File: src/rtl/kbd_cmd_pkg.sv
// Shared scan codes, command opcodes and prefix-decoder states for the keyboard scheduler.
package kbd_cmd_pkg;

  localparam logic [7:0] KC_E0 = 8'hE0;
  localparam logic [7:0] KC_F0 = 8'hF0;

  localparam logic [7:0] KC_P1_UP    = 8'h1D;
  localparam logic [7:0] KC_P1_DOWN  = 8'h1B;
  localparam logic [7:0] KC_P1_LEFT  = 8'h1C;
  localparam logic [7:0] KC_P1_RIGHT = 8'h23;
  localparam logic [7:0] KC_P1_BOMB  = 8'h29;

  localparam logic [7:0] KC_P2_UP    = 8'h75;
  localparam logic [7:0] KC_P2_DOWN  = 8'h72;
  localparam logic [7:0] KC_P2_LEFT  = 8'h6B;
  localparam logic [7:0] KC_P2_RIGHT = 8'h74;
  localparam logic [7:0] KC_P2_BOMB  = 8'h5A;

  // Opcodes double as the bit index within a player's held_keys field.
  localparam logic [2:0] OP_UP    = 3'd0;
  localparam logic [2:0] OP_DOWN  = 3'd1;
  localparam logic [2:0] OP_LEFT  = 3'd2;
  localparam logic [2:0] OP_RIGHT = 3'd3;
  localparam logic [2:0] OP_BOMB  = 3'd4;

  typedef enum logic [1:0] {
    ST_IDLE,
    ST_EXT,
    ST_BRK,
    ST_EXT_BRK
  } prefix_state_t;

  typedef struct packed {
    logic       hit;
    logic       player;
    logic [2:0] idx;
  } key_t;

  // Map a (possibly E0-extended) scan code to a player key.
  function automatic key_t decode_key(input logic ext, input logic [7:0] code);
    key_t k;
    k     = '0;
    k.hit = 1'b1;
    if (!ext) begin
      case (code)
        KC_P1_UP:    k.idx = OP_UP;
        KC_P1_DOWN:  k.idx = OP_DOWN;
        KC_P1_LEFT:  k.idx = OP_LEFT;
        KC_P1_RIGHT: k.idx = OP_RIGHT;
        KC_P1_BOMB:  k.idx = OP_BOMB;
        KC_P2_BOMB:  begin k.player = 1'b1; k.idx = OP_BOMB; end
        default:     k.hit = 1'b0;
      endcase
    end else begin
      k.player = 1'b1;
      case (code)
        KC_P2_UP:    k.idx = OP_UP;
        KC_P2_DOWN:  k.idx = OP_DOWN;
        KC_P2_LEFT:  k.idx = OP_LEFT;
        KC_P2_RIGHT: k.idx = OP_RIGHT;
        default:     k.hit = 1'b0;
      endcase
    end
    return k;
  endfunction

  // Highest-priority held direction: up > down > left > right.
  function automatic logic [1:0] prio_dir(input logic [3:0] dirs);
    if (dirs[0])      return 2'd0;
    else if (dirs[1]) return 2'd1;
    else if (dirs[2]) return 2'd2;
    else              return 2'd3;
  endfunction

endpackage

File: src/rtl/kbd_repeat_timer.sv
// Per-player auto-repeat timer: first-delay then periodic fire pulses while a direction is held.
module kbd_repeat_timer #(
  parameter int unsigned FIRST_DELAY   = 12_500_000,
  parameter int unsigned REPEAT_CYCLES = 5_000_000,
  parameter int unsigned CNT_W         = 24
) (
  input  logic clk,
  input  logic reset,
  input  logic restart,
  input  logic active,
  input  logic enable_q,
  output logic fire
);

  logic [CNT_W-1:0] cnt;
  logic             expire;

  // A fresh make restarts the delay and suppresses a coincident expiry.
  assign expire = active && !restart && (cnt == CNT_W'(1));
  assign fire   = expire && enable_q;

  // Load, reload or count down; idle whenever no direction is held.
  always_ff @(posedge clk or posedge reset) begin
    if (reset)               cnt <= '0;
    else if (restart)        cnt <= CNT_W'(FIRST_DELAY);
    else if (!active)        cnt <= '0;
    else if (expire)         cnt <= CNT_W'(REPEAT_CYCLES);
    else if (cnt != '0)      cnt <= cnt - CNT_W'(1);
  end

endmodule

File: src/rtl/kbd_cmd_scheduler.sv
// PS/2 byte decoder, held-key tracker and round-robin command scheduler for two players.
module kbd_cmd_scheduler
  import kbd_cmd_pkg::*;
#(
  parameter int unsigned FIRST_DELAY   = 12_500_000,
  parameter int unsigned REPEAT_CYCLES = 5_000_000,
  parameter int unsigned CNT_W         = 24
) (
  input  logic       clk,
  input  logic       reset,
  input  logic       rx_done_tick,
  input  logic [7:0] rx_data,
  input  logic       enable,
  output logic       cmd_valid,
  input  logic       cmd_ready,
  output logic       cmd_player,
  output logic [2:0] cmd_op,
  output logic [9:0] held_keys
);

  prefix_state_t   state_q, state_d;
  logic            is_make, is_break, is_ext;
  key_t            key;
  logic [3:0]      key_pos;
  logic [9:0]      key_mask, held_d;
  logic            new_make;
  logic [1:0]      dir_make, bomb_make, active, fire;
  logic [1:0]      move_set, bomb_set, move_clr, bomb_clr;
  logic [1:0][1:0] dir_set, move_dir;
  logic [1:0]      move_pend, bomb_pend;
  logic            rr_ptr, load, any, sel, sel_bomb;
  logic [2:0]      sel_op;

  // Prefix state register.
  always_ff @(posedge clk or posedge reset) begin
    if (reset) state_q <= ST_IDLE;
    else       state_q <= state_d;
  end

  // Prefix next-state and make/break classification of the current byte.
  always_comb begin
    state_d  = state_q;
    is_make  = 1'b0;
    is_break = 1'b0;
    is_ext   = 1'b0;
    if (rx_done_tick) begin
      case (state_q)
        ST_IDLE: begin
          if (rx_data == KC_E0)      state_d = ST_EXT;
          else if (rx_data == KC_F0) state_d = ST_BRK;
          else                       is_make = 1'b1;
        end
        ST_EXT: begin
          if (rx_data == KC_F0) state_d = ST_EXT_BRK;
          else begin
            is_make = 1'b1;
            is_ext  = 1'b1;
            state_d = ST_IDLE;
          end
        end
        ST_BRK: begin
          is_break = 1'b1;
          state_d  = ST_IDLE;
        end
        ST_EXT_BRK: begin
          is_break = 1'b1;
          is_ext   = 1'b1;
          state_d  = ST_IDLE;
        end
        default: state_d = ST_IDLE;
      endcase
    end
  end

  // Held-key update; a make on an already-held key is keyboard typematic and ignored.
  always_comb begin
    key      = decode_key(is_ext, rx_data);
    key_pos  = (key.player ? 4'd5 : 4'd0) + {1'b0, key.idx};
    key_mask = key.hit ? (10'd1 << key_pos) : '0;
    new_make = is_make && key.hit && ((held_keys & key_mask) == '0);
    held_d   = held_keys;
    if (new_make)              held_d = held_d | key_mask;
    if (is_break && key.hit)   held_d = held_d & ~key_mask;
    for (int unsigned p = 0; p < 2; p++) begin
      dir_make[p]  = new_make && (key.player == 1'(p)) && (key.idx != OP_BOMB);
      bomb_make[p] = new_make && (key.player == 1'(p)) && (key.idx == OP_BOMB);
      active[p]    = |held_d[p*5 +: 4];
    end
  end

  // Pending-slot set requests from fresh makes and timer expiries.
  always_comb begin
    for (int unsigned p = 0; p < 2; p++) begin
      dir_set[p]  = dir_make[p] ? key.idx[1:0] : prio_dir(held_d[p*5 +: 4]);
      move_set[p] = enable && (dir_make[p] || fire[p]);
      bomb_set[p] = enable && bomb_make[p];
    end
  end

  kbd_repeat_timer #(
    .FIRST_DELAY  (FIRST_DELAY),
    .REPEAT_CYCLES(REPEAT_CYCLES),
    .CNT_W        (CNT_W)
  ) u_timer_p1 (
    .clk     (clk),
    .reset   (reset),
    .restart (dir_make[0]),
    .active  (active[0]),
    .enable_q(enable),
    .fire    (fire[0])
  );

  kbd_repeat_timer #(
    .FIRST_DELAY  (FIRST_DELAY),
    .REPEAT_CYCLES(REPEAT_CYCLES),
    .CNT_W        (CNT_W)
  ) u_timer_p2 (
    .clk     (clk),
    .reset   (reset),
    .restart (dir_make[1]),
    .active  (active[1]),
    .enable_q(enable),
    .fire    (fire[1])
  );

  // Round-robin selection and grant clears; bomb goes before move within a player.
  always_comb begin
    load     = !cmd_valid || cmd_ready;
    any      = 1'b1;
    sel      = rr_ptr;
    move_clr = '0;
    bomb_clr = '0;
    if (move_pend[rr_ptr] || bomb_pend[rr_ptr])        sel = rr_ptr;
    else if (move_pend[~rr_ptr] || bomb_pend[~rr_ptr]) sel = ~rr_ptr;
    else                                               any = 1'b0;
    sel_bomb = bomb_pend[sel];
    sel_op   = sel_bomb ? OP_BOMB : {1'b0, move_dir[sel]};
    if (load && any) begin
      if (sel_bomb) bomb_clr[sel] = 1'b1;
      else          move_clr[sel] = 1'b1;
    end
  end

  // Held keys and pending slots; a set beats a same-cycle clear.
  always_ff @(posedge clk or posedge reset) begin
    if (reset) begin
      held_keys <= '0;
      move_pend <= '0;
      bomb_pend <= '0;
      move_dir  <= '0;
    end else begin
      held_keys <= held_d;
      for (int unsigned p = 0; p < 2; p++) begin
        if (move_set[p]) begin
          move_pend[p] <= 1'b1;
          move_dir[p]  <= dir_set[p];
        end else if (!enable || move_clr[p]) begin
          move_pend[p] <= 1'b0;
        end
        if (bomb_set[p])                     bomb_pend[p] <= 1'b1;
        else if (!enable || bomb_clr[p])     bomb_pend[p] <= 1'b0;
      end
    end
  end

  // Output command register; holds steady while stalled.
  always_ff @(posedge clk or posedge reset) begin
    if (reset) begin
      cmd_valid  <= 1'b0;
      cmd_player <= 1'b0;
      cmd_op     <= '0;
      rr_ptr     <= 1'b0;
    end else if (load) begin
      cmd_valid <= any;
      if (any) begin
        cmd_player <= sel;
        cmd_op     <= sel_op;
        rr_ptr     <= ~sel;
      end
    end
  end

endmodule
File: config.mk
export PLATFORM = sky130hd
export DESIGN_NAME = kbd_cmd_scheduler
export DESIGN_NICKNAME = d
export VERILOG_FILES = /design/src/rtl/kbd_cmd_pkg.sv /design/src/rtl/kbd_repeat_timer.sv /design/src/rtl/kbd_cmd_scheduler.sv
export SDC_FILE = /design/constraint.sdc
export NUM_CORES = 1
export LEC_CHECK = 0
export ABC_AREA = 1
export CAP_MARGIN = 20
export CORE_MARGIN = 4
export CORE_UTILIZATION = 50
export CTS_BUF_LIST = sky130_fd_sc_hd__clkbuf_4
export DETAILED_ROUTE_END_ITERATION = 8
export GPL_ROUTABILITY_DRIVEN = 0
export HOLD_SLACK_MARGIN = 0.15
export PLACE_DENSITY = 0.72
export SETUP_SLACK_MARGIN = 0.4
export SYNTH_ARGS = -nofsm -noshare
export SYNTH_HDL_FRONTEND = slang
export SYNTH_SLANG_ARGS = --single-unit
File: constraint.sdc
create_clock -name clk -period 5 [get_ports clk]
set_input_delay 1.5 -clock clk [delete_from_list [all_inputs] [get_ports clk]]
set_output_delay 1.5 -clock clk [all_outputs]
set_load 0.02 [all_outputs]
==> qor.csv, run 1 <==
stage,metric,value,unit
place,Port Buf Inserts,27,
detailed_routing,final WL,12300,µm
critical_path,crit path max fanout,7,
flow_run,max-cap viol count,0,
pwr,combinational share of power,27.5,%
cells_and_area,"commonest cells after routing, fill and taps aside","118 x nand2_1, 109 x inv_1, 101 x nor2_1",
synthesis,post-synth top area share,36.2,%
critical_path,Startpoint Class,primary input,
place,Post-DP HPWL,9060,µm
global_route,initial antenna violation count,0,
synthesis,Mapped Cells,698,
synthesis,yosys warns,0,
synthesis,Post-Synthesis Cell Area,5120,µm²
pwr,Internal Dissipation,1.08,mW
pwr,sw frac,35.5,%
pwr,Sw Pwr,597,µW
global_route,largest net degree at the start of global routing,75,
timing,skew final,30.6,ps
detailed_routing,post-route antenna net violation count,0,
hold_path,Hold Path Class,register to register,
cells_and_area,Multi-input gate area,2890,µm²
pwr,sequential share of power,50.8,%
global_route,global route overflow,0,
clock_network,CTS tree,built,
clock_network,TritonCTS Buffers,9,
global_route,gr usage total,20.9,%
pwr,total power,1.68,mW
synthesis,Syn Nets,717,
critical_path,Setup crit end kind,register,
detailed_routing,Via Count,4675,
pwr,PwrDens,278,nW/µm²
clock_network,hold_buf cts,0,
clock_network,Clock Sink Count,74,
cells_and_area,Area Growth Syn to Fin,18.1,%
synthesis,ys async rst share,100,%
timing,min Tclk post-route,4510,ps
cells_and_area,register area,1850,µm²
clock_network,CTS root buffer,clkbuf_4,
synthesis,Synth Register Bits,74,
timing,fin crit share,90.3,%
timing,RSZ-0062 raised after global routing,no,
floorplan,core area,9860,µm²
detailed_routing,drt first pass iters,4,
floorplan,row count,36,
timing,Fin. Hold Viols,0,
timing,Setup WS post-layout,486,ps
cells_and_area,share of cells above drive strength 1,19.4,%
detailed_routing,WL/cell,13.6,µm
detailed_routing,DR iter-0 viols,317,
pwr,Peak supply drop,0.000172,V
critical_path,slowest CP cell,clkdlybuf4s50_1,
synthesis,Post-synth EDFFs,0,
synthesis,Synth cell types,51,
pwr,leak pwr,2.92,nW
synthesis,top_reg_cell synth,dfrtp_1,
timing,Max-slew headroom,35.2,%
cells_and_area,Final Util,61.3,%
synthesis,Synth area leaders,"dfrtp_1 36%, nand2_1 9.0%, inv_1 8.2%",
clock_network,Skew-Pair Late Insertion Delay,430,ps
synthesis,leading area contributor after synthesis,dfrtp_1,
pwr,Clock power frac,21.7,%
clock_network,clock slew at reported path FFs,100,ps
critical_path,Crit Path Class,primary input to register,
cells_and_area,"most common cell after layout, fill and taps aside",nand2_1,
status,status,"finished, final reports clean",
timing,final setup violation count,0,
cells_and_area,Nets,784,
timing,Max Clock Freq,222,MHz
detailed_routing,via density per instance,5.18,
floorplan,Initial Utilization,51.9,%
critical_path,CP most frequent cell,nand2_2,
cells_and_area,ant diodes,0,
place,post-placement setup slack,-128,ps
critical_path,"Req. time, crit path",5300,ps
global_route,vias in the first global route,4440,
synthesis,syn_area_per_cell,7.34,µm²
detailed_routing,DR DRC count,0,
critical_path,WP data arrival,4810,ps
floorplan,I/O pins,28,
floorplan,die area,11900,µm²
floorplan,die width,109,µm
synthesis,"Seq/Total Area, Yosys",36.2,%
clock_network,H-Tree Level Count,3,
timing,Worst-Margin Slew,963,ps
timing,"Slew Viols, Final",0,
cells_and_area,final-layout fill cell count,876,
critical_path,CP max stage delay,490,ps
global_route,first-pass GRT wire length,20100,µm
clock_network,clock tree buffer depth,2,
floorplan,die height,109,µm
registers in the layout, indices dropped and copies added, names as in the netlist, named ones only:
name	flops
bomb_pend	2
move_dir	4
held_keys	8
cmd_op	3
cmd_valid	1
state_q	2
cmd_player	1
rr_ptr	1
move_pend	2
u_timer_p1.cnt	24
u_timer_p2.cnt	24
metal layers:
metal  vias up  routed length [µm]  track usage (%)
met5         -                   0                0
li1       2352                   -                -
met1      2198                5380             26.1
met2       105                6220             36.8
met4         0                 212             5.97
met3        20                 449             4.26
power groups by stage:
stage,sequential (mW),combinational (mW),clock (mW)
after global routing,0.872,0.534,0.407
after detailed placement,0.863,0.457,0
final,0.854,0.462,0.364
after floorplan,0.847,0.341,0
after global placement,0.858,0.444,0
after CTS,0.853,0.460,0.379
Yosys cell counts, types with 8 or more instances:
| cell | n |
|---|---|
| nor4_1 | 9 |
| inv_2 | 9 |
| nor3_1 | 23 |
| nor3_2 | 8 |
| a21oi_1 | 19 |
| dfrtp_1 | 74 |
| nand4_1 | 10 |
| nand2_4 | 10 |
| inv_1 | 112 |
| o21ai_0 | 26 |
| nand3_1 | 40 |
| o21ai_1 | 12 |
| nand2_2 | 16 |
| xor2_1 | 20 |
| nand2_1 | 123 |
| xnor2_1 | 9 |
| nor2_1 | 110 |
cells by family after synthesis:
kind of cell	share of synthesized area [%]
simple gates	38.1
compound gates	9.43
flops	36.2
fa+ha+maj	1.47
buf+inv	9.89
xor+xnor	4.96
through the flow:
step / area, µm² / std cells / TNS, ps / hold WS (ps)
finish: 6050 / 902 / 0 / 483
CTS: 5750 / 879 / 0 / 490
global placement: 5600 / 864 / -387 / 461
floorplan: 5120 / 698 / 0 / 442
global route: 6050 / 902 / 0 / 495
detailed placement: 5600 / 864 / -2140 / 463
worst paths after layout:
check	slack, ps	cells after the start	start	to
max in group asynchronous	2740	3	reset	cmd_op[2]
min	480	2	move_dir[1]	move_dir[1]
max reg2reg	1710	24	state_q[1]	move_dir[1]
min reg2reg	480	2	move_dir[1]	move_dir[1]
max	490	25	rx_data[3]	move_dir[1]
min in group asynchronous	1670	3	reset	u_timer_p1.cnt[2]
worst max-delay path, delay by kind of cell:
kind	cells	cell delay (ps)
simple gates	17	1590
buf+inv	3	670
fa+ha+maj	2	420
compound gates	3	620
cell type report:
cell class,count,share of cell area [%]
Clock buffer,9,1.12
Multi-Input combinational cell,496,47.8
Timing Repair Buffer,62,9.16
Clock inverter,6,0.972
Inverter,122,7.61
Sequential cell,74,30.6
Tap cell,133,2.75
repair_timing:
action                                  CTS  global route
hold endpoints to repair                  0             0
gates resized for setup                   2            37
setup buffers                             0            23
endpoints found under the setup margin    8            54
pin swaps                                 0            20
No activity file was read; power rests on OpenSTA's default activity.
==> run 2: changes to the inputs <==
--- a/config.mk
+++ b/config.mk
@@ -11,8 +11,10 @@
 export CORE_UTILIZATION = 50
 export CTS_BUF_LIST = sky130_fd_sc_hd__clkbuf_4
+export CTS_CLUSTER_SIZE = 10
 export DETAILED_ROUTE_END_ITERATION = 8
+export DONT_BUFFER_PORTS = 1
 export GPL_ROUTABILITY_DRIVEN = 0
 export HOLD_SLACK_MARGIN = 0.15
-export PLACE_DENSITY = 0.72
+export PLACE_DENSITY = 0.68
 export SETUP_SLACK_MARGIN = 0.4
 export SYNTH_ARGS = -nofsm -noshare
==> constraint.sdc (replaced) <==
create_clock -name clk -period 5 [get_ports clk]
set_input_delay 1.5 -clock clk [delete_from_list [all_inputs] [get_ports clk]]
set_output_delay 1.5 -clock clk [all_outputs]
set_load 0.01 [all_outputs]
==> run 2 against run 1 <==
Against the previous run: via count is 5.8% lower; routed wire length is 5.7% lower; cell count is 6.7% lower; critical path depth is 1 lower; flip-flop and latch count stayed put; clock-buffer cell count stayed put; die area stayed put; critical path type unchanged.
==> qor.csv, run 2 (synthesis results as in run 1) <==
stage,metric,value,unit
cells_and_area,Area Growth Syn to Fin,7.08,%
critical_path,"Req. time, crit path",5280,ps
floorplan,die height,109,µm
timing,"Slew Viols, Final",0,
clock_network,Clock Sink Count,74,
global_route,gr usage total,21.1,%
floorplan,Initial Utilization,51.9,%
critical_path,WP data arrival,4560,ps
cells_and_area,share of cells above drive strength 1,13.7,%
cells_and_area,Nets,725,
place,post-placement setup slack,258,ps
timing,Max Clock Freq,234,MHz
cells_and_area,largest registers,"u_timer_p1.cnt: 24 flops, u_timer_p2.cnt: 24 flops, held_keys: 8 flops",
place,placed insts,828,
timing,Max-slew headroom,38.5,%
timing,Setup WS post-layout,719,ps
cells_and_area,Final Util,55.6,%
critical_path,crit path max fanout,7,
global_route,largest net degree at the start of global routing,47,
place,Post-DP HPWL,9040,µm
floorplan,die width,109,µm
floorplan,core area,9860,µm²
critical_path,CP Launch Point,rx_data[2],
detailed_routing,post-route antenna net violation count,0,
floorplan,die area,11900,µm²
timing,RSZ-0062 raised after global routing,no,
critical_path,CP most frequent cell,nand2_1,
detailed_routing,DR DRC count,0,
cells_and_area,"most common cell after layout, fill and taps aside",nand2_1,
timing,fin crit share,85.6,%
cells_and_area,final instance area,5490,µm²
cells_and_area,"non-filler cells, final",842,
critical_path,CP cell instances,inv_2 > nand2_4 > nor2_4 > nand3_2 > nand2_2 > inv_1 > nor2_1 > inv_1 > ha_1 > ha_1 > nor2_1 > inv_1 > nor3_4 > nand2_1 > nand2_2 > nor2_8 > nand3_1 > nand2_1 > nand2_1 > nand2_2 > nor2_8 > nor2_1 > nand2_1 > o21ai_1,
status,status,"finished, final reports clean",
floorplan,I/O pins,28,
critical_path,CP max stage delay,360,ps
timing,Worst-Margin Slew,921,ps
pwr,leak pwr,2.62,nW
clock_network,clock tree buffer depth,2,
critical_path,slowest CP cell,ha_1,
timing,skew final,15.6,ps
flow_run,max-cap viol count,0,
clock_network,TritonCTS Buffers,9,
timing,final setup violation count,0,
place,placed cell areas,5270,µm²
detailed_routing,WL/cell,13.7,µm
timing,min Tclk post-route,4280,ps
critical_path,Startpoint Class,primary input,
place,Port Buf Inserts,0,
cells_and_area,ant diodes,0,
cells_and_area,"commonest cells after routing, fill and taps aside","123 x nand2_1, 111 x inv_1, 109 x nor2_1",
detailed_routing,via density per instance,5.23,
clock_network,hold_buf cts,0,
hold_path,Hold Path Class,register to register,
critical_path,Crit Path Class,primary input to register,
floorplan,row count,36,
pwr,PwrDens,324,nW/µm²
hold_path,Hold Path Origin,move_dir[1],
detailed_routing,Via Count,4405,
global_route,first-pass GRT wire length,20000,µm
pwr,Peak supply drop,0.000222,V
clock_network,clock slew at reported path FFs,110,ps
clock_network,CTS tree,built,
clock_network,H-Tree Level Count,3,
clock_network,Skew-Pair Late Insertion Delay,410,ps
detailed_routing,drt first pass iters,4,
detailed_routing,DR iter-0 viols,280,
global_route,global route overflow,0,
critical_path,Setup crit end kind,register,
global_route,vias in the first global route,4404,
critical_path,RR Startpoint,state_q[1],
clock_network,CTS root buffer,clkbuf_4,
timing,Fin. Hold Viols,0,
timing,Setup TNS,0,ps
global_route,initial antenna violation count,0,
detailed_routing,final WL,11600,µm
[run 2: cell count changes in the layout (fill, tap and decap cells not counted), moves of 3 or more]
cell and delta:
nor2_2 -4, dlymetal6s2s_1 -7, clkdlybuf4s50_1 -20, bufinv_16 +3, buf_4 -31, nand2_2 -3, nor2_4 -4, nand2_1 +5
nor2_1 +8
[run 2: per-layer routing]
layer,up-vias,share of wire (%),GRT usage [%]
met5,-,0,0
met4,0,2.6,7.30
met3,20,2.7,3.73
met2,85,51,37.4
met1,2064,44,25.8
li1,2236,-,-
[run 2: area by class of cell]
cell class | count | area (µm²)
clock inverters | 5 | 129
multi-input cells | 496 | 2790
inverters | 122 | 460
flip-flops and latches | 74 | 1850
well taps | 133 | 166
fillers | 899 | 4380
clock buffers | 9 | 67.6
repair buffers | 3 | 22.5
[run 2: worst max-delay path: cells and delay by family]
kind | cells | cell delay [ps]
adders and majority gates | 2 | 600
and+or+nand+nor | 17 | 2000
AOI/OAI and AO/OA | 1 | 90
buffers and inverters | 4 | 360
[run 2: final timing paths]
check / end / slack [ps] / cells after the start
worst max-delay path: u_timer_p2.cnt[10] / 720 / 24
worst min-delay path: move_dir[1] / 490 / 2
worst min register to register: move_dir[1] / 490 / 2
worst max register to register: u_timer_p2.cnt[10] / 1530 / 22
min in group asynchronous: cmd_valid / 1150 / 1
max in group asynchronous: u_timer_p2.cnt[23] / 2920 / 2
[run 2: report_power, final]
group | leakage, nW | switching (mW) | internal (mW)
sequential | 0.871 | 0.127 | 0.733
combinational | 1.65 | 0.236 | 0.174
clock | 0.102 | 0.209 | 0.299
[run 2: repair_timing]
action	in CTS	in global routing
hold endpoints to repair	0	0
setup endpoints to repair	0	11
buffers inserted	0	0
gates resized for setup	0	4
[run 2: metrics by stage]
stage                     power [mW]  hold slack [ps]
after CTS                       1.80              492
after global placement          1.26              459
final                           1.78              486
after floorplan                 1.18              442
after detailed placement        1.28              463
after global routing            1.91              525
==> run 3: changes to the inputs <==
- HOLD_SLACK_MARGIN: 0.15 -> not set
- clock period: 5 -> 4.2 ns (I/O delays scaled with it)
==> run 3 against run 2 <==
Against the previous run: clock-buffer cell count stayed put; critical endpoint is now move_dir[1]; non-clock buffer count is 15 higher; cell count is 2.0% higher; sequential power is 20% higher; combinational power is 24% higher; sequential share of layout area is 2.3 points lower; flip-flop and latch count stayed put; first-iteration DRC count is 19% lower; design area is 7.2% higher; routed wire length is 3.1% higher; largest power group unchanged.
==> qor.csv, run 3 (synthesis results as in run 1) <==
stage,metric,value,unit
status,status,"finished, final reports clean",
timing,Setup TNS,0,ps
cells_and_area,Nets,740,
clock_network,CTS tree,built,
critical_path,crit path max fanout,7,
global_route,largest net degree at the start of global routing,40,
timing,skew final,11.0,ps
critical_path,worst reg2reg path endpoint,move_dir[1],
global_route,gr usage total,21.3,%
global_route,vias in the first global route,4347,
clock_network,clock slew at reported path FFs,130,ps
floorplan,die width,109,µm
detailed_routing,DR DRC count,0,
clock_network,TritonCTS Buffers,9,
clock_network,H-Tree Level Count,3,
pwr,PwrDens,346,nW/µm²
critical_path,internal reg-to-reg setup slack,1020,ps
place,Post-DP HPWL,9300,µm
floorplan,Initial Utilization,51.9,%
pwr,sequential share of power,50.5,%
timing,Fin. Hold Viols,0,
floorplan,die height,109,µm
global_route,global route overflow,0,
cells_and_area,Area Growth Syn to Fin,14.8,%
timing,Worst-Margin Slew,959,ps
pwr,Clock power frac,24.6,%
hold_path,Worst Hold End,move_dir[0],
critical_path,"Req. time, crit path",4550,ps
cells_and_area,"most common cell after layout, fill and taps aside",nand2_1,
critical_path,Startpoint Class,primary input,
cells_and_area,"non-filler cells, final",859,
timing,final setup violation count,0,
detailed_routing,WL/cell,13.9,µm
pwr,Peak supply drop,0.000243,V
critical_path,Crit Path Class,primary input to register,
cells_and_area,ant diodes,0,
timing,RSZ-0062 raised after global routing,yes,
timing,Max Clock Freq,273,MHz
pwr,Internal Dissipation,1.33,mW
detailed_routing,DR iter-0 viols,227,
hold_path,Hold Path Class,register to register,
timing,fin crit share,87.3,%
detailed_routing,Via Count,4504,
timing,"Slew Viols, Final",0,
clock_network,Clock Sink Count,74,
detailed_routing,post-route antenna net violation count,0,
critical_path,RR Startpoint,state_q[1],
global_route,initial antenna violation count,0,
cells_and_area,largest registers,"u_timer_p1.cnt: 24 flops, u_timer_p2.cnt: 24 flops, held_keys: 8 flops",
floorplan,core area,9860,µm²
cells_and_area,share of cells above drive strength 1,21.6,%
pwr,combinational share of power,24.9,%
floorplan,row count,36,
flow_run,max-cap viol count,0,
detailed_routing,final WL,11900,µm
critical_path,Reg2Reg Depth,24,
clock_network,CTS root buffer,clkbuf_4,
timing,min Tclk post-route,3660,ps
place,placed insts,833,
pwr,sw frac,34.7,%
critical_path,WP data arrival,4010,ps
detailed_routing,drt first pass iters,5,
floorplan,I/O pins,28,
global_route,first-pass GRT wire length,20200,µm
clock_network,clock tree buffer depth,2,
cells_and_area,"commonest cells after routing, fill and taps aside","113 x nand2_1, 105 x inv_1, 97 x nor2_1",
cells_and_area,Final Util,59.6,%
place,Port Buf Inserts,0,
pwr,leak pwr,2.70,nW
pwr,Sw Pwr,707,µW
clock_network,Skew-Pair Late Insertion Delay,440,ps
floorplan,die area,11900,µm²
timing,Max-slew headroom,35.5,%
critical_path,Setup crit end kind,register,
hold_path,Hold Path Origin,move_dir[0],
hold_path,hold depth,2,
detailed_routing,via density per instance,5.24,
[run 3: cell types whose count changed in the layout (fill, tap and decap cells not counted), moves of 8 or more]
cell / delta
nor2_1: -12
nand3_2: +8
buf_4: +13
nand2_1: -10
nor2_4: +8
o21ai_1: +9
nand3_1: -11
o21ai_0: -9
[run 3: what timing repair did]
item                                    in CTS  in global routing
buffers inserted                             0                 10
gates resized for setup                      0                 50
endpoints found under the setup margin       0                 51
hold buffers                                 0                  0
[run 3: critical path, stage by stage]
cell      delay (ps)
inv_8             40
nand2_8           50
nor2_4           140
nand3_4          100
nand2_4          110
a21oi_2           50
a32oi_2          180
ha_2             250
ha_4             160
inv_2             40
nand3_2           80
nand2_4           80
nand3_4           90
nor2_4            40
nor2_2           100
nand2_2           90
nor2_8           190
nand2_8          110
o21bai_4         170
nand2_4           90
nand2_4           70
nor2_4            50
o21ai_4          220
nand2_2          110
nand2_2           80
nand2_1           50
[run 3: metrics by stage]
| stage | total power, mW | setup slack [ps] | hold slack, ps | cell area [µm²] |
|---|---|---|---|---|
| floorplan | 1.42 | 234 | 442 | 5260 |
| global placement | 1.51 | -2.03 | 459 | 5460 |
| detailed placement | 1.54 | -37.5 | 472 | 5460 |
| CTS | 2.05 | 444 | 500 | 5620 |
| global route | 2.19 | 360 | 554 | 5880 |
| finish | 2.04 | 535 | 517 | 5880 |
[run 3: power by group through the flow]
stage | clock network (mW) | registers (mW) | logic (mW)
2_1_floorplan | 0 | 0.999 | 0.416
3_3_place_gp | 0 | 1.03 | 0.482
3_5_place_dp | 0 | 1.04 | 0.499
4_1_cts | 0.520 | 1.03 | 0.503
5_1_grt | 0.552 | 1.05 | 0.583
6_report | 0.501 | 1.03 | 0.507
[run 3: final cells by class]
type | count | area, µm²
clock buffer | 9 | 67.6
inverter | 122 | 517
clock inverter | 7 | 93.8
multi-input combinational | 496 | 3030
timing repair buffer | 18 | 151
fill | 885 | 3980
sequential | 74 | 1850
tap | 133 | 166
[run 3: how the worst max path moves through the flow]
stage / start / slack [ps] / endpoint
CTS: rx_data[6] / 440 / u_timer_p2.cnt[4]
global placement: rx_data[6] / -2 / u_timer_p2.cnt[5]
finish: rx_data[2] / 540 / move_dir[1]
global route: rx_data[2] / 360 / move_dir[1]
floorplan: rx_data[0] / 230 / u_timer_p2.cnt[9]
detailed placement: rx_data[6] / -40 / u_timer_p2.cnt[4]
[run 3: metal layers]
layer | vias up | GRT usage [%] | part of all wire, %
met4 | 0 | 6.77 | 2.2
li1 | 2274 | - | -
met2 | 77 | 35.4 | 49
met5 | - | 0 | 0
met3 | 20 | 4.32 | 3.5
met1 | 2133 | 27.8 | 45
